### src/rtl/wb_rr_arbiter.sv
// wb_rr_arbiter: two-master round-robin arbiter for a pipelined Wishbone B4 slave port.
// Grants whole CYC tenures and caps accepted-but-unacked requests at MAX_OUTSTANDING.
module wb_rr_arbiter #(
    parameter int ADDR_W          = 32,
    parameter int DATA_W          = 32,
    parameter int SEL_W           = 4,
    parameter int MAX_OUTSTANDING = 8
) (
    input  logic              CLK,
    input  logic              RST_N,
    input  logic              m0_cyc_i,
    input  logic              m0_stb_i,
    input  logic              m0_we_i,
    input  logic [ADDR_W-1:0] m0_adr_i,
    input  logic [SEL_W-1:0]  m0_sel_i,
    input  logic [DATA_W-1:0] m0_dat_i,
    output logic              m0_stall_o,
    output logic              m0_ack_o,
    output logic [DATA_W-1:0] m0_dat_o,
    input  logic              m1_cyc_i,
    input  logic              m1_stb_i,
    input  logic              m1_we_i,
    input  logic [ADDR_W-1:0] m1_adr_i,
    input  logic [SEL_W-1:0]  m1_sel_i,
    input  logic [DATA_W-1:0] m1_dat_i,
    output logic              m1_stall_o,
    output logic              m1_ack_o,
    output logic [DATA_W-1:0] m1_dat_o,
    output logic              s_cyc_o,
    output logic              s_stb_o,
    output logic              s_we_o,
    output logic [ADDR_W-1:0] s_adr_o,
    output logic [SEL_W-1:0]  s_sel_o,
    output logic [DATA_W-1:0] s_dat_o,
    input  logic              s_stall_i,
    input  logic              s_ack_i,
    input  logic [DATA_W-1:0] s_dat_i
);
    localparam int CNT_W = $clog2(MAX_OUTSTANDING + 1);
    localparam logic [CNT_W-1:0] MAX_CNT = CNT_W'(MAX_OUTSTANDING);

    typedef enum logic [1:0] {IDLE, OWN0, OWN1} state_t;

    state_t state, state_nxt;
    logic last_owner, last_owner_nxt;
    logic [CNT_W-1:0] outst, outst_nxt;
    logic own0, own1, throttle, acc, dec;

    assign own0     = state == OWN0;
    assign own1     = state == OWN1;
    assign throttle = outst == MAX_CNT;

    assign s_cyc_o = own0 ? m0_cyc_i : own1 ? m1_cyc_i : 1'b0;
    assign s_stb_o = s_cyc_o && !throttle && (own1 ? m1_stb_i : m0_stb_i);
    assign s_we_o  = (own0 && m0_we_i) || (own1 && m1_we_i);
    assign s_adr_o = own0 ? m0_adr_i : own1 ? m1_adr_i : '0;
    assign s_sel_o = own0 ? m0_sel_i : own1 ? m1_sel_i : '0;
    assign s_dat_o = own0 ? m0_dat_i : own1 ? m1_dat_i : '0;

    assign m0_stall_o = !own0 || s_stall_i || throttle;
    assign m1_stall_o = !own1 || s_stall_i || throttle;
    // Gating with s_cyc_o drops acks that arrive after the owner released
    assign m0_ack_o   = own0 && s_ack_i && s_cyc_o;
    assign m1_ack_o   = own1 && s_ack_i && s_cyc_o;
    assign m0_dat_o   = s_dat_i;
    assign m1_dat_o   = s_dat_i;

    assign acc = s_stb_o && !s_stall_i;
    assign dec = s_ack_i && s_cyc_o;

    always_comb begin
        state_nxt      = state;
        last_owner_nxt = last_owner;
        outst_nxt      = outst;
        if (acc && !dec)
            outst_nxt = outst + CNT_W'(1);
        else if (dec && !acc && outst != '0)
            outst_nxt = outst - CNT_W'(1);
        case (state)
            IDLE: begin
                if (m0_cyc_i && m1_cyc_i)
                    state_nxt = last_owner ? OWN0 : OWN1;
                else if (m0_cyc_i)
                    state_nxt = OWN0;
                else if (m1_cyc_i)
                    state_nxt = OWN1;
            end
            OWN0: begin
                if (!m0_cyc_i) begin
                    state_nxt      = m1_cyc_i ? OWN1 : IDLE;
                    last_owner_nxt = 1'b0;
                    outst_nxt      = '0;
                end
            end
            OWN1: begin
                if (!m1_cyc_i) begin
                    state_nxt      = m0_cyc_i ? OWN0 : IDLE;
                    last_owner_nxt = 1'b1;
                    outst_nxt      = '0;
                end
            end
            default: state_nxt = IDLE;
        endcase
    end

    always_ff @(posedge CLK) begin
        if (!RST_N) begin
            state      <= IDLE;
            last_owner <= 1'b1;
            outst      <= '0;
        end else begin
            state      <= state_nxt;
            last_owner <= last_owner_nxt;
            outst      <= outst_nxt;
        end
    end
endmodule
### config.mk
export PLATFORM = sky130hd
export DESIGN_NAME = wb_rr_arbiter
export DESIGN_NICKNAME = d
export VERILOG_FILES = /design/src/rtl/wb_rr_arbiter.sv
export SDC_FILE = /design/constraint.sdc
export NUM_CORES = 1
export LEC_CHECK = 0
export ABC_AREA = 1
export CAP_MARGIN = 5
export CORE_AREA = 2 2 122 124
export CTS_CLUSTER_SIZE = 40
export DETAILED_ROUTE_END_ITERATION = 10
export DIE_AREA = 0 0 124 126
export SYNTH_ARGS = -nofsm -noshare
export SYNTH_HDL_FRONTEND = slang
export SYNTH_SLANG_ARGS = --single-unit
export TNS_END_PERCENT = 5
### constraint.sdc
create_clock -name CLK -period 4.25 [get_ports CLK]
set_clock_uncertainty 0.05 [all_clocks]
set_input_delay 0.6375 -clock CLK [delete_from_list [all_inputs] [get_ports CLK]]
set_output_delay 0.6375 -clock CLK [all_outputs]
set_load 0.01 [all_outputs]
* After elaboration in Yosys (flattened, before gate mapping)
Index checks and enable logic that the tools add are counted.
** Operators by class
- Add/sub/neg operators :: 2
- Equal/unequal tests :: 6
- Muxes and demuxes :: 26
- Reductions and logical operators :: 30
** Operators with widths (count)
- $mux 32 :: 4
- $mux 4 :: 6
- $logic_and 1x1->1 :: 14
- $mux 2 :: 7
- $pmux 4 s2 :: 1
- $logic_not 1->1 :: 6
- $mux 1 :: 6
- $pmux 2 s3 :: 1
- $reduce_and 3->1 :: 2
- $logic_or 1x1->1 :: 5
- $add 4x1->4 const B :: 1
- $eq 4x4->1 const B :: 1
- $ne 2x2->1 const B :: 2
- $ne 4x4->1 const B :: 1
- $reduce_bool 4->1 :: 1
- $sub 4x1->4 const B :: 1
- $eq 2x1->1 const B :: 1
- $eq 2x2->1 const B :: 1
- $logic_not 2->1 :: 1
- $pmux 1 s2 :: 1
- $reduce_bool 2->1 :: 1
** Word-level totals
- Flip-flop bits (word level) :: 7
- Output and inout bits :: 139
- Word-level logic and storage cells :: 67

* Longest topological paths before layout
- Depth after elaboration :: 13
- Gate-level depth with buffers :: 13
- Depth with buffers taken out :: 12

* Worst setup path after synthesis
No wires, ideal clock.
- Kind :: reg2out
- Start :: reg state[1]
- End :: out s_adr_o[10]
- Data arrival time :: 1253 ps
- Slack :: 2310 ps
- Stages on the path, launching flop included :: 8
- Cells stage by stage :: dfxtp_1 inv_1 ha_1 buf_6 inv_4 clkbuf_1 nand3_1 nand2_1
** Between the ends
- Longest elaborated chain between the ends :: 3
** RTL lines
- start: declaration :: RTL line 44 : state_t state, state_nxt;
- start signal: assignment :: RTL line 112 : state <= state_nxt;
- $eq 2x2->1 :: RTL line 50 : assign own1 = state == OWN1;
- $mux 32 :: RTL line 56 : assign s_adr_o = own0 ? m0_adr_i : own1 ? m1_adr_i : '0;
- $mux 32 (*) :: RTL line 56
- end: declaration :: RTL line 32 : output logic [ADDR_W-1:0] s_adr_o,
Every way passes the cells marked *; elsewhere a longest branch is shown, timed or not.

* Worst setup path after layout
- Start :: reg state[1]
- End :: out s_stb_o
** Between the ends
- Longest elaborated chain between the ends :: 5
** RTL lines
- $eq 2x2->1 :: RTL line 50
- $mux 1 (2 in a row) :: RTL line 53 : assign s_cyc_o = own0 ? m0_cyc_i : own1 ? m1_cyc_i : 1'b0;
- $logic_and 1x1->1 :: RTL line 54 : assign s_stb_o = s_cyc_o && !throttle && (own1 ? m1_stb_i : m0_stb_i);
- $logic_and 1x1->1 (*) :: RTL line 54
- end: declaration :: RTL line 30 : output logic s_stb_o,
Marks and branches as above.

==> run metrics <==
status=finished, final reports clean; crit-path max FO=42; Inserted Clock Buffers=3; Post-synth EDFFs=0; Worst path top cell family by delay=buffers and inverters; die area=0.0156 mm²; Cell Area, Synth=0.00215 mm²; Net Switching=0.401 mW; Core Area=0.0143 mm²; Sequential Area=140 µm²; Initial Util=15.0%; overall routing resource usage=10.2%; Layout Cells excl Fill=717; part of the power in registers=7.8%; crit path cell chain=inv_1 > ha_2 > buf_4 > nand2_2 > nand2_4 > inv_2 > nor2_8 > clkdlybuf4s50_1; Leak=1.80 nW; Synthesized Nets=578; CTS tree=yes; PortBufs=220; Clk Latency, worst-skew pair=0.23 ns; Most used DFF post-synth=dfxtp_1; Cells after DPL=713; fillers=1588; gpl congestion=0.752; Setup CP Type=flip-flop to output port; Setup Buffers After CTS=0; Nets=718; final setup vio count=0; clk sinks=7; max-slew violation count=0; Area Growth Syn to Fin=91.5%; row cnt=44; FFs w/ async S/R, synth=0%; Synth Instances=394; initial DRC count=47; internal power=0.611 mW; H-Tree Depth=1; peak supply drop=0.115 mV; max-cap violations=0; Net Sw Frac=39.6%; period utilisation layout=82.1%; Ports=317; Min Clock Period, post-route=3.49 ns; drt via density=3.97; DRT Pass-1 Iters=4; Clk network pwr share=15.7%; yosys warns=0; largest net degree at the start of global routing=72; Startpoint Class=flip-flop; RSZ-0062 raised after global routing=no; # hold bufs at CTS=0; initial antenna violation count=0; DR WL/cell=12.0 µm; Comb pwr share=76.5%; setup TNS=0 ns; post-layout util=28.7%; Largest stage delay, worst path=0.61 ns; Critical Path Slowest Stage Cell=ha_2; Antenna Cells=0; gr ovfl total=0; Worst Tran Pin Value=0.711 ns; syn avg cell area=5.45 µm²; post-detail-place hpwl=6.79 mm; worst path bufs/invs=4; Longest Clk Path Bufs=2; cell area power density=246 mW/mm²; CP endpoint kind=output port; layout cells sized above 1=4.32%; Fmax=287 MHz; synthesis-stage register bit count=7; first-pass GRT wire length=13.0 mm; vias in the first global route=2817; Post-Route WL=8.60 mm; post-cts repair resize count=0; post-route ant nets=0; Pwr Total=1.01 mW; Die Ht=126 µm; clock root buffer=clkbuf_16; vias post-DR=2850; sequential area share after synthesis=6.53%; DIE WIDTH=124 µm; WP data required=3.56 ns; Netlist cell types=28; DRC viols=0; Reg clk slew, reported paths=0.04 ns; area occupied by multi-input gates=0.00136 mm²; Rel. slew slack=52.6%; Tightest Hold Check Type=flip-flop to flip-flop; Fin. Hold Viols=0; Arr. time, crit path=2.80 ns
[tightest hold or removal path, delay by kind of cell (launching register included)]
family,cells,cell delay (ns)
flip-flops,1,0.31
AO/OA/AOI/OAI,2,0.15
[logic make-up after synthesis]
logic type | after synthesis | share of synthesized area [%]
compound gates | 11 | 2.97
xor+xnor | 3 | 1.22
buf+inv | 106 | 30.4
simple gates | 261 | 55.4
fa+ha+maj | 6 | 3.50
flops | 7 | 6.53
[cell usage in the layout, fill, tap and decap left out, drive strengths merged]
| cell | n |
|---|---|
| a21oi | 3 |
| xor2 | 1 |
| dfxtp | 7 |
| xnor2 | 2 |
| nor2 | 8 |
| clkdlybuf4s50 | 220 |
| o211ai | 2 |
| buf | 2 |
| nand3 | 81 |
| clkbuf | 4 |
| clkinv | 1 |
| a22o | 1 |
| inv | 18 |
| ha | 6 |
| o21ai | 5 |
| nand2 | 168 |
| nand4 | 4 |
[synthesized netlist by cell type, types with 4 or more instances]
| cell | count | area [µm²] |
|---|---|---|
| buf_4 | 65 | 488 |
| clkbuf_1 | 19 | 71.3 |
| dfxtp_1 | 7 | 140 |
| ha_1 | 6 | 75.1 |
| inv_1 | 14 | 52.6 |
| nand2_1 | 162 | 608 |
| nand3_1 | 78 | 390 |
| nor2_1 | 6 | 22.5 |
| o21ai_0 | 4 | 20.0 |
[power groups by stage]
stage          clock network, mW  registers [mW]  logic (mW)
3_3_place_gp                   0          0.0794       0.787
3_5_place_dp                   0          0.0799       0.784
2_1_floorplan                  0          0.0784       0.403
5_1_grt                    0.166          0.0800       0.848
4_1_cts                    0.161          0.0788       0.789
6_report                   0.159          0.0788       0.774
[state kept, by name (all words and copies together), names as in the netlist]
signal,cells
state,2
last_owner,1
outst,4
[per-layer routing]
metal	up-vias	global-route usage [%]	routed length, µm
li1	1460	-	-
met5	-	0	0
met4	0	5.16	372
met1	1202	10.2	3060
met2	144	19.5	4330
met3	44	1.95	841
[final cells by class]
type / instances / share of cell area, %
Timing Repair Buffer: 222 / 54.2
Multi-Input combinational cell: 281 / 33.1
Tap cell: 184 / 5.60
Sequential cell: 7 / 3.41
Clock buffer: 4 / 1.92
Inverter: 19 / 1.79
[stage by stage]
stage	worst slack (ns)	cell area [µm²]	hold WS [ns]
floorplan	2.31	2150	0.425
global placement	0.935	4030	0.450
detailed placement	0.937	4030	0.461
CTS	0.688	4110	0.463
global route	0.529	4110	0.493
finish	0.761	4110	0.461
[worst paths after layout]
path	endpoint	slack [ns]	start	cells after the start
setup / recovery	s_stb_o	0.76	state[1]$_SDFFE_PN0P_	8
hold / removal	last_owner$_SDFFE_PN1P_	0.46	last_owner$_SDFFE_PN1P_	2
setup reg to reg	outst[3]$_SDFF_PN0_	1.72	state[1]$_SDFFE_PN0P_	12
hold reg to reg	last_owner$_SDFFE_PN1P_	0.46	last_owner$_SDFFE_PN1P_	2
Note: power is estimated with default switching activity, not from simulation.
